**src/rtl/fmap_stream_serializer.sv**
```systemverilog
// ============================================================================
// Module   : fmap_stream_serializer
// Summary  : Buffers wide per-pixel result vectors in a small FIFO. It then
//            replays them one channel word per Valid/Ready handshake. It
//            marks the last word of each feature map and flags dropped pixels.
// Revision : 1.0 - initial release
// ============================================================================
`default_nettype none

module fmap_stream_serializer #(
  parameter int DATA_WIDHT = 32,
  parameter int CHANNEL    = 16,
  parameter int DEPTH      = 4,
  parameter int IMG_WIDHT  = 22,
  parameter int IMG_HEIGHT = 22
) (
  input  logic                          clk,
  input  logic                          rst,
  input  logic [DATA_WIDHT*CHANNEL-1:0] Data_In,
  input  logic                          Valid_In,
  output logic [DATA_WIDHT-1:0]         Data_Out,
  output logic                          Valid_Out,
  input  logic                          Ready_In,
  output logic [$clog2(CHANNEL)-1:0]    Channel_Idx,
  output logic                          Last_Out,
  output logic [$clog2(DEPTH):0]        Fifo_Count,
  output logic                          Overflow
);

  localparam int c_aw    = $clog2(DEPTH);
  localparam int c_cw    = $clog2(CHANNEL);
  localparam int c_cntw  = c_aw + 1;
  localparam int c_frame = IMG_WIDHT * IMG_HEIGHT;
  localparam int c_pw    = $clog2(c_frame + 1);

  localparam logic [c_cw-1:0]   c_last_ch  = c_cw'(CHANNEL - 1);
  localparam logic [c_cntw-1:0] c_full     = c_cntw'(DEPTH);
  localparam logic [c_cntw-1:0] c_one      = c_cntw'(1);
  localparam logic [c_pw-1:0]   c_last_pix = c_pw'(c_frame - 1);

  typedef enum logic [0:0] {
    EMPTY  = 1'b0,
    STREAM = 1'b1
  } state_t;

  state_t                        r_state;
  state_t                        w_state_nxt;
  logic [DATA_WIDHT*CHANNEL-1:0] r_mem [DEPTH];
  logic [c_aw-1:0]               r_wr_ptr;
  logic [c_aw-1:0]               r_rd_ptr;
  logic [c_cntw-1:0]             r_count;
  logic [c_cw-1:0]               r_ch;
  logic [c_pw-1:0]               r_pix;
  logic                          r_overflow;

  logic                          w_xfer;
  logic                          w_pop;
  logic                          w_push;
  logic                          w_drop;
  logic [DATA_WIDHT*CHANNEL-1:0] w_head;

  assign Valid_Out = (r_state == STREAM);
  assign w_xfer    = Valid_Out && Ready_In;
  assign w_pop     = w_xfer && (r_ch == c_last_ch);
  // A full FIFO still accepts a pixel when the head frees its slot on this edge.
  assign w_push    = Valid_In && ((r_count != c_full) || w_pop);
  assign w_drop    = Valid_In && (r_count == c_full) && !w_pop;

  assign w_head      = r_mem[r_rd_ptr];
  assign Data_Out    = Valid_Out ? w_head[int'(r_ch)*DATA_WIDHT +: DATA_WIDHT] : '0;
  assign Channel_Idx = r_ch;
  assign Last_Out    = Valid_Out && (r_ch == c_last_ch) && (r_pix == c_last_pix);
  assign Fifo_Count  = r_count;
  assign Overflow    = r_overflow;

  always_ff @(posedge clk) begin
    if (w_push) begin
      r_mem[r_wr_ptr] <= Data_In;
    end
  end

  always_ff @(posedge clk or negedge rst) begin
    if (!rst) begin
      r_state    <= EMPTY;
      r_wr_ptr   <= '0;
      r_rd_ptr   <= '0;
      r_count    <= '0;
      r_ch       <= '0;
      r_pix      <= '0;
      r_overflow <= 1'b0;
    end else begin
      r_state <= w_state_nxt;
      if (w_push) begin
        r_wr_ptr <= r_wr_ptr + 1'b1;
      end
      if (w_drop) begin
        r_overflow <= 1'b1;
      end
      case ({w_push, w_pop})
        2'b10:   r_count <= r_count + c_one;
        2'b01:   r_count <= r_count - c_one;
        default: r_count <= r_count;
      endcase
      if (w_xfer) begin
        if (w_pop) begin
          r_ch     <= '0;
          r_rd_ptr <= r_rd_ptr + 1'b1;
          r_pix    <= (r_pix == c_last_pix) ? '0 : r_pix + 1'b1;
        end else begin
          r_ch <= r_ch + 1'b1;
        end
      end
    end
  end

  always_comb begin
    w_state_nxt = r_state;
    case (r_state)
      EMPTY: begin
        if (w_push) begin
          w_state_nxt = STREAM;
        end
      end
      STREAM: begin
        if (w_pop && !w_push && (r_count == c_one)) begin
          w_state_nxt = EMPTY;
        end
      end
      default: w_state_nxt = EMPTY;
    endcase
  end

endmodule

`default_nettype wire
```
**config.mk**
```make
export PLATFORM = sky130hd
export DESIGN_NAME = fmap_stream_serializer
export DESIGN_NICKNAME = d
export VERILOG_FILES = /design/src/rtl/fmap_stream_serializer.sv
export SDC_FILE = /design/constraint.sdc
export NUM_CORES = 2
export LEC_CHECK = 0
export BUFFER_PORTS_ARGS = -buffer_cell sky130_fd_sc_hd__buf_2
export CORE_MARGIN = 1.5
export CORE_UTILIZATION = 48
export CTS_CLUSTER_DIAMETER = 60
export DETAILED_ROUTE_END_ITERATION = 16
export GPL_TIMING_DRIVEN = 0
export PLACE_DENSITY_LB_ADDON = 0.15
export SYNTH_ARGS = -nofsm -noshare
export SYNTH_HDL_FRONTEND = slang
export SYNTH_SLANG_ARGS = --single-unit
```
**constraint.sdc**
```tcl
create_clock -name clk -period 28.9 [get_ports clk]
set_clock_uncertainty 0.05 [all_clocks]
set_input_delay 0 -clock clk [delete_from_list [all_inputs] [get_ports clk]]
set_output_delay 0 -clock clk [all_outputs]
set_load 0.05 [all_outputs]
```
==> impl_metrics.csv <==
group,metric,value,unit
worst_hold_path,hp-start,"Valid_In",
critical_path,worst-path-max-fanout,12,
timing,worst_hold_slack,111,ps
critical_path,worst-endpoint-required,28850,ps
global_route,groute.usage.overall,0.268,
routing,wl_per_cell,29.5,um
synthesis,ys_ff_latch,2070,
floorplan,floorplan.initialDensity,0.485,
critical_path,end_of_the_worst_register_to_register_path,"r_mem[3][141]",
status,run_status,"finished, final reports clean",
critical_path,critical_path.startpoint_type,"register",
routing,drt_first_pass_iters,5,
clocking,tritoncts,"done",
clocking,cts_hold_repair_buffers,1029,
critical_path,endpoint_kind,"primary output",
routing,drt_wl_total,224000,um
layout,drive_above_1_share,0.278,
worst_hold_path,worst_hold_path.num_cells,4,
routing,vias,43471,
clocking,ctsRootBufferMaster,"sky130_fd_sc_hd__clkbuf_16",
floorplan,floorplan.die.height,409,um
worst_hold_path,min-delay-path-class,"in2reg",
layout,final_cells,7597,
global_route,largest_net_degree_at_the_start_of_global_routing,56,
clocking,worst_skew_pair.late_latency,840,ps
worst_hold_path,min_to,"Fifo_Count[1]",
critical_path,worstPathCellList,"clkbuf_1 -> clkbuf_1 -> buf_2 -> buf_1 -> mux4_2 -> a22oi_1 -> o21ai_1 -> buf_2",
routing,drt_first_iter_violations,4331,
routing,routed_length_on_met2,111000,um
synthesis,synthesis.instances,3382,
placed_design,pre_cts_slack,23440,ps
timing,timing.final.max_slew_violations,0,
critical_path,critical_register_to_register_path_startpoint,"Channel_Idx[0]",
synthesis,syn-cell-area,79200,um^2
clocking,post_cts.resized_instances,0,
synthesis,ys_async_sr_fraction,0.0106,
synthesis,synth.distinct_cells,59,
routing,final_antenna_net_count,0,
clocking,cts.repair_timing.setup_buffer_count,0,
synthesis,synth_seq_area_share,0.783,
routing,drc,0,
synthesis,ys_dominant_reg_cell,"sky130_fd_sc_hd__edfxtp_1",
layout,highest_count_cells_in_the_layout_ignoring_fill_and_taps,"sky130_fd_sc_hd__edfxtp_1, sky130_fd_sc_hd__dlygate4sd3_1, sky130_fd_sc_hd__buf_2, sky130_fd_sc_hd__mux4_2, sky130_fd_sc_hd__clkbuf_16",
global_route,first_pass_grt_wire_length,319000,um
power_and_ir_drop,power.ir.vdd_worst,0.0942,mV
layout,area_delta_synth_final,29.7,%
floorplan,floorplan.die_area,168000,um^2
global_route,first_global_vias,44461,
routing,viasPerCell,5.72,
power_and_ir_drop,power_density,99.3,nW/um^2
synthesis,synth_edf_count,2048,
placed_design,post-place-cells,6156,
timing,fmax,154,MHz
critical_path,timing.critical_path.buf_inv,5,
timing,grt_setup_unrepaired,"no",
critical_path,worst-r2r-cell-count,11,
timing,setup_total_negative_slack,0,ps
placed_design,gpl.final_weighted_congestion,0.811,
clocking,cts-htree-levels,4,
synthesis,synth.net_count,3908,
power_and_ir_drop,power_leakage,34.5,nW
floorplan,core.rowCount,148,
critical_path,crit_type,"reg2out",
routing,top_layer,"met5",
timing,final_critical_path_setup_slack,22420,ps
global_route,grt_antenna_before_repair,85,
timing,worst_pin_slew,1420,ps
clocking,cts.path.max_buffers,3,
critical_path,cp.arrival,6430,ps
floorplan,core_area,163000,um^2
critical_path,reg2reg_setup_slack,23450,ps
critical_path,crit_slowest_cell,"sky130_fd_sc_hd__clkbuf_1",
critical_path,critical_path.top_delay_family,"buffers and inverters",
layout,layout_commonest_cell,"sky130_fd_sc_hd__edfxtp_1",
placed_design,placement.io_buffers,556,
timing,timing.final.hold_violations,0,
synthesis,synthesis.yosys.warnings,0,
timing,maxSlewHeadroom,0.0531,
critical_path,critical-path-max-stage-delay,920,ps
timing,finalSetupViolCount,0,
clocking,cts_num_sinks,2070,
synthesis,synthesis.area_per_instance,23.4,um^2
timing,timing.final.crit_period,6480,ps
run,max_capacitance_violation_count,0,
routing,met1_length,89000,um
timing,timing.final.crit_share,0.224,
placed_design,dp.final_hpwl,150000,um
global_route,grt.overflow.total,0,
routing,met3_length,19000,um
layout,final_net_count,5749,
floorplan,die_width,409,um
clocking,cts_made_buffers,211,
floorplan,design.portCount,558,
clocking,clkTransAtPathRegs,60,ps
## synthesized netlist by cell type (all sizes together), types with 3 or more instances
master	n	area [um^2]
nor2	31	116
mux2i	144	1440
a31oi	6	37.5
buf	111	778
nor4	4	25.0
clkbuf	73	274
a221oi	53	464
o221ai	5	43.8
a22oi	38	285
a211oi	3	22.5
xnor2	9	78.8
nand4	5	31.3
nor2b	5	31.3
nand2b	10	62.6
ha	10	125
a32oi	4	35.0
a21oi	35	175
a221o	16	160
xor2	4	35.0
a22o	16	140
nand2	60	225
mux2	8	90.1
o211ai	9	67.6
a21o	4	30.0
o21ai	36	180
and3	4	25.0
o22a	3	26.3
edfxtp	2048	61500
inv	14	52.6
nor3	4	20.0
mux4	514	11600
and2	11	68.8
a211o	17	149
nand3	20	100
dfrtp	22	551
## stage by stage
step                      total power [mW]  cell area [um^2]  utilization
final                                 10.2            103000        0.629
after global routing                  10.5            103000        0.629
after CTS                             10.3            103000        0.629
after detailed placement              7.60             85900        0.526
after global placement                8.16             84700        0.519
after floorplan                       6.52             79200            -
## sequential cells by signal, indices dropped and copies added (netlist names)
signal,flops
Valid_Out,1
r_rd_ptr,2
Channel_Idx,4
r_pix,9
Overflow,1
r_wr_ptr,2
Fifo_Count,3
r_mem,2048
## worst register-to-register path: stages (launching register included)
cell and delay [ps]:
sky130_fd_sc_hd__dfrtp_1 910, sky130_fd_sc_hd__ha_1 350, sky130_fd_sc_hd__nand2_1 130, sky130_fd_sc_hd__nor2_1 430
sky130_fd_sc_hd__o21a_1 200, sky130_fd_sc_hd__clkbuf_1 380, sky130_fd_sc_hd__and2_4 800, sky130_fd_sc_hd__buf_16 370
sky130_fd_sc_hd__buf_16 360, sky130_fd_sc_hd__buf_16 350, sky130_fd_sc_hd__buf_16 420, sky130_fd_sc_hd__buf_16 320
## worst max path at each step
stage	end	start	slack, ps	cells past startpoint
final	Data_Out[14]	Channel_Idx[0]	22420	8
after CTS	Data_Out[14]	Channel_Idx[0]	22530	8
after global placement	r_mem[0][144]	Channel_Idx[0]	3630	6
after detailed placement	Data_Out[14]	Channel_Idx[0]	23440	8
after global routing	Data_Out[14]	Channel_Idx[0]	22450	8
after floorplan	r_mem[0][0]	Valid_Out	14510	6
## kinds of logic (layout without fill, tap and decap cells)
logic type	after synthesis	after routing	share of synthesized area
buf+inv	198	2210	0.0139
other cells	0	28	0
simple gates	165	165	0.0100
mux	666	666	0.165
fa+ha+maj	10	10	0.00158
xor+xnor	13	13	0.00144
flops	2070	2070	0.783
compound gates	260	260	0.0246
## layout make-up
| class | count | area [um^2] |
|---|---|---|
| plain buffers | 184 | 1050 |
| fillers | 11504 | 60500 |
| inverters | 14 | 52.6 |
| flip-flops and latches | 2070 | 62000 |
| clock inverters | 121 | 828 |
| repair buffers | 1628 | 14300 |
| multi-input cells | 1114 | 16100 |
| well taps | 2175 | 2720 |
| clock buffers | 263 | 5650 |
| diodes | 28 | 70.1 |
## where the power goes
part | internal [mW] | switching (mW) | total [mW]
Clock | 1.44 | 1.14 | 2.58
Combinational | 1.35 | 2.21 | 3.56
Sequential | 3.94 | 0.128 | 4.07
## layer usage
layer,global-route usage,vias up
met2,0.438,1766
met1,0.363,22910
met3,0.0678,349
met4,0.0660,74
li1,-,18372
met5,0,-
(Power assumes the default switching activity.)
